## config.mk

```make
export PLATFORM = sky130hd
export DESIGN_NAME = c3po_egress_sf
export DESIGN_NICKNAME = d
export VERILOG_FILES = /design/src/rtl/c3po_pkg.sv /design/src/rtl/c3po_sf_mem.sv /design/src/rtl/c3po_egress_sf.sv
export SDC_FILE = /design/constraint.sdc
export NUM_CORES = 2
export LEC_CHECK = 0
export BUFFER_PORTS_ARGS = -buffer_cell sky130_fd_sc_hd__clkbuf_2
export CORE_UTILIZATION = 60
export CTS_CLUSTER_SIZE = 24
export DETAILED_ROUTE_END_ITERATION = 8
export PLACE_DENSITY = 0.77
export SLEW_MARGIN = 10
export SYNTH_ARGS = -nofsm -noshare
export SYNTH_HDL_FRONTEND = slang
export SYNTH_MEMORY_MAX_BITS = 65536
export SYNTH_SLANG_ARGS = --single-unit
```

## constraint.sdc

```tcl
create_clock -name clk -period 45.6 [get_ports clk]
set_clock_uncertainty 0.05 [all_clocks]
set_input_delay 6.84 -clock clk [delete_from_list [all_inputs] [get_ports clk]]
set_output_delay 6.84 -clock clk [all_outputs]
set_load 0.05 [all_outputs]
```

## src/rtl/c3po_pkg.sv

```systemverilog
// rtl/c3po_pkg.sv - shared types for the C-3PO egress store-and-forward buffer
package c3po_pkg;

  localparam int BEAT_BYTES = 32;

  typedef struct packed {
    logic                      sop;
    logic                      eop;
    logic [7:0]                vbc;
    logic [BEAT_BYTES*8-1:0]   data;
  } beat_t;

  typedef enum logic [1:0] {
    EGR_IDLE  = 2'd0,
    EGR_WRITE = 2'd1,
    EGR_DROP  = 2'd2
  } egr_wr_state_e;

endpackage

```

## src/rtl/c3po_sf_mem.sv

```systemverilog
// rtl/c3po_sf_mem.sv - beat storage: one write port, one async read port, no data reset
module c3po_sf_mem
  import c3po_pkg::*;
#(
  parameter int DEPTH_P = 16,
  parameter int AW      = $clog2(DEPTH_P)
) (
  input  logic          clk,
  input  logic          we,
  input  logic [AW-1:0] waddr,
  input  beat_t         wdata,
  input  logic [AW-1:0] raddr,
  output beat_t         rdata
);

  beat_t mem [DEPTH_P];

  // Store one beat per cycle; contents are only meaningful between rd_ptr and wr_ptr
  always_ff @(posedge clk) begin
    if (we) begin
      mem[waddr] <= wdata;
    end
  end

  assign rdata = mem[raddr];

endmodule

```

## src/rtl/c3po_egress_sf.sv

```systemverilog
// rtl/c3po_egress_sf.sv - per-port store-and-forward egress buffer with whole-packet drop
module c3po_egress_sf
  import c3po_pkg::*;
#(
  parameter int DEPTH_P    = 16,
  parameter int CNT_SIZE_P = 8
) (
  input  logic                    clk,
  input  logic                    reset_L,
  input  logic                    in_val,
  input  logic                    in_sop,
  input  logic                    in_eop,
  input  logic [7:0]              in_vbc,
  input  logic [255:0]            in_data,
  output logic                    out_val,
  output logic                    out_sop,
  output logic                    out_eop,
  output logic [7:0]              out_vbc,
  output logic [255:0]            out_data,
  input  logic                    out_ready,
  output logic [CNT_SIZE_P-1:0]   drop_cnt,
  output logic [CNT_SIZE_P-1:0]   pkt_cnt,
  output logic                    proto_err,
  output logic                    idle
);

  localparam int            AW      = $clog2(DEPTH_P);
  localparam logic [AW:0]   DEPTH_W = (AW+1)'(DEPTH_P);

  egr_wr_state_e state, state_nxt;
  logic [AW:0]   wr_ptr, wr_nxt;
  logic [AW:0]   cm_ptr, cm_nxt;
  logic [AW:0]   rd_ptr;
  logic [AW:0]   base;
  logic          we;
  logic [AW-1:0] waddr;
  logic          perr;
  logic          drop_inc;
  logic          start_sop;
  logic          full_wr;
  logic          xfer;
  beat_t         wbeat;
  beat_t         rbeat;

  // Fullness is judged on the registered rd_ptr, so a same-cycle read never frees space
  assign full_wr = (wr_ptr - rd_ptr) == DEPTH_W;

  assign wbeat.sop  = in_sop;
  assign wbeat.eop  = in_eop;
  assign wbeat.vbc  = in_vbc;
  assign wbeat.data = in_data;

  // Write FSM: speculative writes, commit on eop, rewind to cm_ptr on overflow or missing eop
  always_comb begin
    state_nxt = state;
    wr_nxt    = wr_ptr;
    cm_nxt    = cm_ptr;
    we        = 1'b0;
    waddr     = wr_ptr[AW-1:0];
    perr      = 1'b0;
    drop_inc  = 1'b0;
    start_sop = 1'b0;
    base      = wr_ptr;
    if (in_val) begin
      unique case (state)
        EGR_IDLE: begin
          if (in_sop) start_sop = 1'b1;
          else        perr      = 1'b1;
        end
        EGR_WRITE: begin
          if (in_sop) begin
            // Previous packet never ended: discard it and restart from the committed point
            perr      = 1'b1;
            start_sop = 1'b1;
            base      = cm_ptr;
            wr_nxt    = cm_ptr;
          end else if (full_wr) begin
            wr_nxt    = cm_ptr;
            drop_inc  = 1'b1;
            state_nxt = in_eop ? EGR_IDLE : EGR_DROP;
          end else begin
            we     = 1'b1;
            wr_nxt = wr_ptr + 1'b1;
            if (in_eop) begin
              cm_nxt    = wr_ptr + 1'b1;
              state_nxt = EGR_IDLE;
            end
          end
        end
        EGR_DROP: begin
          // wr_ptr already equals cm_ptr here, so base needs no rewind
          if (in_sop) begin
            perr      = 1'b1;
            start_sop = 1'b1;
          end else if (in_eop) begin
            state_nxt = EGR_IDLE;
          end
        end
        default: state_nxt = EGR_IDLE;
      endcase
      if (start_sop) begin
        if ((base - rd_ptr) == DEPTH_W) begin
          wr_nxt    = cm_ptr;
          drop_inc  = 1'b1;
          state_nxt = in_eop ? EGR_IDLE : EGR_DROP;
        end else begin
          we     = 1'b1;
          waddr  = base[AW-1:0];
          wr_nxt = base + 1'b1;
          if (in_eop) begin
            cm_nxt    = base + 1'b1;
            state_nxt = EGR_IDLE;
          end else begin
            state_nxt = EGR_WRITE;
          end
        end
      end
    end
  end

  // Write-side state, pointers, drop counter and the registered framing-error pulse
  always_ff @(posedge clk or negedge reset_L) begin
    if (!reset_L) begin
      state     <= EGR_IDLE;
      wr_ptr    <= '0;
      cm_ptr    <= '0;
      drop_cnt  <= '0;
      proto_err <= 1'b0;
    end else begin
      state     <= state_nxt;
      wr_ptr    <= wr_nxt;
      cm_ptr    <= cm_nxt;
      proto_err <= perr;
      if (drop_inc && (drop_cnt != {CNT_SIZE_P{1'b1}})) begin
        drop_cnt <= drop_cnt + 1'b1;
      end
    end
  end

  c3po_sf_mem #(
    .DEPTH_P (DEPTH_P),
    .AW      (AW)
  ) u_mem (
    .clk   (clk),
    .we    (we),
    .waddr (waddr),
    .wdata (wbeat),
    .raddr (rd_ptr[AW-1:0]),
    .rdata (rbeat)
  );

  // Only committed beats are visible; fields are forced to zero while nothing is committed
  assign out_val  = (rd_ptr != cm_ptr);
  assign out_sop  = out_val & rbeat.sop;
  assign out_eop  = out_val & rbeat.eop;
  assign out_vbc  = out_val ? rbeat.vbc  : 8'd0;
  assign out_data = out_val ? rbeat.data : 256'd0;
  assign xfer     = out_val & out_ready;
  assign idle     = (wr_ptr == rd_ptr) && (state == EGR_IDLE);

  // Read pointer and egressed-packet counter
  always_ff @(posedge clk or negedge reset_L) begin
    if (!reset_L) begin
      rd_ptr  <= '0;
      pkt_cnt <= '0;
    end else if (xfer) begin
      rd_ptr <= rd_ptr + 1'b1;
      if (rbeat.eop) begin
        pkt_cnt <= pkt_cnt + 1'b1;
      end
    end
  end

endmodule

```

-- Word-level counts from Yosys, hierarchy flattened
Memories as Yosys holds them, arrays and structs flattened.
Cells that the tools add are included.
- bits in writable memories: 4256
- input port bits: 270
- flip-flop bits (word level): 34
- memories: 1
- memory list (name ; words ; bits a word ; rd ports ; clocked after memory_dff ; write ports ; line ; source):
    u_mem.mem ; 16 ; 266 ; 1 ; 0 ; 1 ; c3po_sf_mem.sv:16 ; beat_t mem [DEPTH_P];
- multiplexer cells: 49
- equality and inequality tests: 10
- reductions and logical operators: 9
- bitwise gates (word level): 3
- add/sub/neg operators: 7
- operators by type and width (kind ; number):
    two-way mux 256 bit ; 1
    two-way mux 5 bit ; 15
    two-way mux 1 bit ; 20
    adder 8 x 1 -> 8 bit (second input constant) ; 2
    adder 5 x 1 -> 5 bit (second input constant) ; 3
    two-way mux 2 bit ; 7
    two-way mux 4 bit ; 3
    equality test 5 bit (second input constant) ; 2
    subtractor 5 bit ; 2
    two-way mux 8 bit ; 1
    != test 8 bit (second input constant) ; 1
    != test 3 bit (second input constant) ; 2
    case mux 2 bit (3 select lines) ; 1
    equality test 5 bit ; 1
    != test 5 bit ; 1
    AND reduction 2 bit ; 2
    AND reduction 4 bit ; 1
    bitwise AND 1 bit ; 3
    OR reduction 3 bit ; 1
    equality test 2 x 1 -> 1 bit (second input constant) ; 1
    equality test 2 bit (second input constant) ; 1
    logical AND 1 bit ; 2
    zero test 2 bit ; 1
    != test 2 x 1 -> 1 bit (second input constant) ; 1
    3 further kinds ; 3

-- Longest topological paths before layout
- word-level depth: 10
- mapped depth: 15
- depth with buffers taken out: 12

-- Hierarchy
From an unflattened synthesis, not the netlist that was laid out.
- cells, all modules: 7203
- area, all modules: 163641.9 sq um
- modules (own cells, without submodules) (module ; instances ; area each (sq um) ; cells each):
    c3po_sf_mem ; 1 ; 159355.3 ; 6638
    c3po_egress_sf ; 1 ; 4286.6 ; 565

-- Worst setup path after synthesis
No wires, ideal clock.
- path type: input -> register
- start: input port in_sop
- end: memory u_mem.mem[11][0] (netlist name), enable pin
- path slack: 15148 ps
- stages on the path: 12
- required time: 44233 ps
- arrival time: 29085 ps
- path through: clkbuf_1 > a21boi_0 > nor2_1 > inv_1 > ha_1 > and3b_1 > or3_1 > a211oi_2 > o21ai_2 > buf_2 > a21o_1 > a221oi_1
- longest elaborated chain between the ends: 10
- elaborated cells on any way between the ends: 18
- those cells by class: add/sub (1); eq/ne (1); mux (16)
- ends and longest elaborated chain (what ; line ; source):
    start: declaration ; c3po_egress_sf.sv:11 ; input logic in_sop,
    two-way mux 5 bit ; c3po_egress_sf.sv:71 ; if (in_sop) begin
    two-way mux 5 bit ; c3po_egress_sf.sv:65 ; unique case (state)
    two-way mux 5 bit ; c3po_egress_sf.sv:64 ; if (in_val) begin
    subtractor 5 bit ; c3po_egress_sf.sv:102 ; if ((base - rd_ptr) == DEPTH_W) begin
    equality test 5 bit ; c3po_egress_sf.sv:102 ;
    two-way mux 1 bit ; c3po_egress_sf.sv:102 ;
    two-way mux 1 bit ; c3po_egress_sf.sv:101 ; if (start_sop) begin
    two-way mux 1 bit ; c3po_egress_sf.sv:64 ;
    two-way mux 1 bit ; c3po_sf_mem.sv:20 ; if (we) begin
    two-way mux 1 bit (not written as such) ; c3po_sf_mem.sv:21 ; mem[waddr] <= wdata;
    end: declaration ; c3po_sf_mem.sv:16 ;
Parallel ways exist; a longest one is shown, timed or not. The select of a mux whose other input is x is not followed.

-- Final worst setup path
- start: register rd_ptr[1]
- end: output port out_data[56]
- longest elaborated chain between the ends: 2
- elaborated cells on any way between the ends: 3
- those cells by class: eq/ne (1); mux (1); memory (1)
- ends and longest elaborated chain (what ; line ; source):
    start: declaration ; c3po_egress_sf.sv:33 ; logic [AW:0] rd_ptr;
    start signal: assignment ; c3po_egress_sf.sv:167 ; rd_ptr <= rd_ptr + 1'b1;
    memory (16 x 266 bit) / != test 5 bit (equally long branches) ; -- ;
    two-way mux 256 bit * ; c3po_egress_sf.sv:157 ; assign out_data = out_val ? rbeat.data : 256'd0;
    end: declaration ; c3po_egress_sf.sv:19 ; output logic [255:0] out_data,
Mark *: on every way between the ends. The rest lies on a longest branch, timed or not.

==> summary.md <==
| Metric | Value |
|---|---|
| Status | `complete, no violations` |
| Max FO, Critical Path | `between 60 and 70` |
| Clk pin slew, worst setup/hold paths | `about 70 ps` |
| Post-Layout Cell Count | `between 10000 and 15000` |
| Post-CTS Setup Bufs | `0` |
| DIE HEIGHT | `about 520 um` |
| Max-slew headroom at the worst pin | `17.9%` |
| Hold path startpoint | `pkt_cnt[7]` |
| Portion of total power attributed to the clock network | `between 20 and 30%` |
| Top FF cell, synth | `edfxtp_1` |
| FFs w/ async S/R, synth | `less than 1%` |
| HPWL after DPL | `approximately 190 mm` |
| Worst reg2reg startpoint | `state[1]` |
| Final wirelength | `between 400 and 500 mm` |
| Sequential power share | `37.6%` |
| Sw frac | `a little over a third` |
| Vias in the first global route | `between 70000 and 80000` |
| Leakage | `58.4 nW` |
| HP Class | `register to register` |
| CP Launch Point | `rd_ptr[1]` |
| Reg2Reg Depth | `17` |
| Sw power | `~4.4 mW` |
| Setup_tns | `0 ps` |
| Most common cell after layout, fill and taps aside | `edfxtp_1` |
| Cells after Synth | `approximately 6500` |
| Worst hold path depth | `1` |
| Total Routing Usage GR | `between 20 and 30%` |
| Buffers on Ports | `554` |
| Root buf cell | `clkbuf_16` |
| Number of synthesized flops with an enable pin | `approximately 4300` |
| P&R area growth vs syn | `12.8%` |
| GPL Wtd Cong | `0.845` |
| Die ar. | `approximately 280000 um^2` |
| Cell Area, Synth | `164000 um^2` |
| VDD IR-drop max | `around 80 uV` |
| Comb power frac | `about a third` |
| R2r setup slk | `~37000 ps` |
| Total gr overflow | `0` |
| Pin count of the biggest net entering global routing | `117` |
| Hold Path End | `pkt_cnt[7]` |
| Met3 Use GR | `6.54%` |
| Routed Antenna Nets | `0` |
| Tcrit/Tclk final | `between 30% and 40%` |
| DP Cell Count | `10400` |
| Vias | `77400` |
| Most frequent cells in the layout | `4256 x edfxtp_1, 1330 x mux4_2, 554 x clkbuf_2, 420 x clkbuf_16, 270 x nor2b_1` |
| Nets | `about 7600` |
| Mean Syn Cell Area | `25.1 um^2` |
| Initial DRC count | `around 11000` |
| Dpl ws | `about 31000 ps` |
| H-tree level count | `5` |
| Hold Fails Final Rpt | `0` |
| Layout cells sized above 1 | `34.7%` |
| Clock Latency Late Sink | `940 ps` |
| Endpoints failing setup | `0` |
| Crit start category | `register` |
| DR WL/cell | `between 30 and 40 um` |
| Int Pwr | `roughly 8.2 mW` |
| Power Total | `approximately 13 mW` |
| Vias per std cell | `slightly below 7` |
| Cts hold-fix bufs | `0` |
| TritonCTS buffer count | `between 400 and 500` |
| Worst Tran Pin Value | `roughly 1200 ps` |
| First-pass GRT wire length | `around 570 mm` |
| Max cap viols | `0` |
| DRT Pass-1 Iters | `6` |
| Met2 usage | `47.5%` |
| Power per Cell Area | `roughly 68 nW/um^2` |
| CTS tree | `yes` |
| Core Area | `approximately 270000 um^2` |
| Grt met1 use | `~40%` |
| Yosys warning total | `0` |
| Fin crit period | `about 16000 ps` |
| Post-synthesis sequential area ratio | `between 70% and 80%` |
| Starting Density | `slightly above 60%` |
| Arrival @ worst endpoint | `approximately 9000 ps` |
| Site Rows | `around 190` |
| Fin util | `~68%` |
| Number of library cell types mapped by synthesis | `63` |
| CP Class | `register to output port` |
| DRC | `0` |
| Ports | `555` |
| CTS max path bufs | `4` |
| PostCTS Resize Cnt | `0` |
| Clock sinks | `4290` |
| Most Crowded Layer GR | `met2` |
| Initial antenna violation count | `around 90` |
| WP data required | `slightly below 40000 ps` |
| FF+latch count, synth | `4290` |
| RSZ-0062 raised after global routing | `no` |
| Reg2reg end | `u_mem.mem[5][113]` |
| Final Max Slew Viols | `0` |
| Fmax | `62.8 MHz` |
| CP Capture Type | `output port` |
| Syn Nets | `6809` |
| Chip width | `524 um` |
| Final worst slack | `29680 ps` |
-- per-stage QoR --
| step | instance area, um^2 | hold WS [ps] |
|---|---|---|
| floorplan | 164000 | 471 |
| global placement | 171000 | 414 |
| detailed placement | 171000 | 423 |
| CTS | 185000 | 434 |
| global route | 185000 | 445 |
| finish | 185000 | 434 |
-- worst max-delay path by stage --
| stage | endpoint | cells past startpoint |
|---|---|---|
| final | out_data[56] | 10 |
| after global routing | out_data[56] | 10 |
| after CTS | out_data[56] | 10 |
| after detailed placement | u_mem.mem[5][102] | 16 |
| after global placement | u_mem.mem[5][113] | 16 |
| after floorplan | u_mem.mem[11][0] | 12 |
-- critical path, cell delays in order (launching register included) --
cell	delay (ps)
dfrtp_4	1080
buf_4	880
buf_4	940
buf_4	920
buf_4	730
buf_4	910
buf_4	840
mux4_2	430
mux4_2	490
nor2b_1	190
clkbuf_2	290
-- Yosys cell counts, types with 2 or more instances --
| master | number | area, um^2 |
|---|---|---|
| a221oi_1 | 7 | 61.3 |
| o22ai_1 | 2 | 12.5 |
| o211ai_1 | 5 | 37.5 |
| nor2_1 | 27 | 101 |
| o221ai_1 | 4 | 35.0 |
| o21a_1 | 2 | 15.0 |
| dfrtp_1 | 34 | 851 |
| ha_1 | 18 | 225 |
| a31oi_1 | 2 | 12.5 |
| mux4_2 | 1330 | 30000 |
| nand2_1 | 26 | 97.6 |
| nand3_1 | 16 | 80.1 |
| and3_1 | 8 | 50.1 |
| buf_2 | 119 | 596 |
| mux2i_1 | 6 | 60.1 |
| xnor2_1 | 28 | 245 |
| nand4b_1 | 2 | 17.5 |
| clkbuf_1 | 188 | 706 |
| buf_6 | 12 | 135 |
| a211oi_2 | 3 | 37.5 |
| nand4_1 | 8 | 50.1 |
| buf_1 | 24 | 90.1 |
| edfxtp_1 | 4256 | 128000 |
| a211oi_1 | 5 | 37.5 |
| nor3_1 | 8 | 40.0 |
| nand2b_1 | 4 | 25.0 |
| inv_1 | 16 | 60.1 |
| o21bai_1 | 2 | 15.0 |
| nor2b_1 | 270 | 1690 |
| xor2_1 | 4 | 35.0 |
| or3_4 | 2 | 22.5 |
| o21ai_0 | 19 | 95.1 |
| a32oi_1 | 3 | 26.3 |
| o211a_2 | 2 | 20.0 |
| mux2_2 | 5 | 56.3 |
| a21oi_1 | 18 | 90.1 |
| o2111ai_1 | 4 | 35.0 |
| or3_1 | 3 | 18.8 |
| a21boi_0 | 3 | 22.5 |
| a22oi_1 | 2 | 15.0 |
| a21o_1 | 2 | 15.0 |
-- sequential cells by signal (all words and copies together), names as in the netlist --
register   cells
drop_cnt       8
u_mem.mem   4256
state          2
proto_err      1
wr_ptr         5
cm_ptr         5
pkt_cnt        8
rd_ptr         5
-- logic make-up (layout without fill, tap and decap cells) --
family                     Yosys count  in the layout  share of synthesized area [%]
AOI/OAI and AO/OA                   96             96                          0.415
xor gates and xnor gates            33             33                          0.185
adders and majority gates           18             18                          0.138
buffers and inverters              360           1479                          0.971
DFF                               4290           4290                           78.5
muxes                             1341           1341                           18.4
other                                0             45                              0
and+or+nand+nor                    383            383                           1.39
-- power groups by stage --
stage | combinational [mW] | sequential (mW) | clock (mW)
2_1_floorplan | 3.20 | 4.89 | 0
3_3_place_gp | 4.31 | 4.76 | 0
3_5_place_dp | 4.34 | 4.78 | 0
4_1_cts | 4.42 | 4.71 | 3.46
5_1_grt | 4.56 | 4.72 | 3.60
6_report | 4.39 | 4.71 | 3.43
-- metal layers --
metal	vias to the layer above	wire length, um
li1	29900	-
met3	798	40100
met5	-	457
met4	72	11900
met2	5111	201000
met1	41600	147000
-- area by class of cell --
class / count / area, um^2
Antenna cell: 45 / 113
Clock buffer: 502 / 10800
Clock inverter: 260 / 2720
Fill cell: 15600 / 86500
Inverter: 17 / 71.3
Multi-Input combinational cell: 1871 / 33800
Sequential cell: 4290 / 129000
Tap cell: 3570 / 4470
Timing Repair Buffer: 700 / 4110
Power figures use the tool's default switching activity.
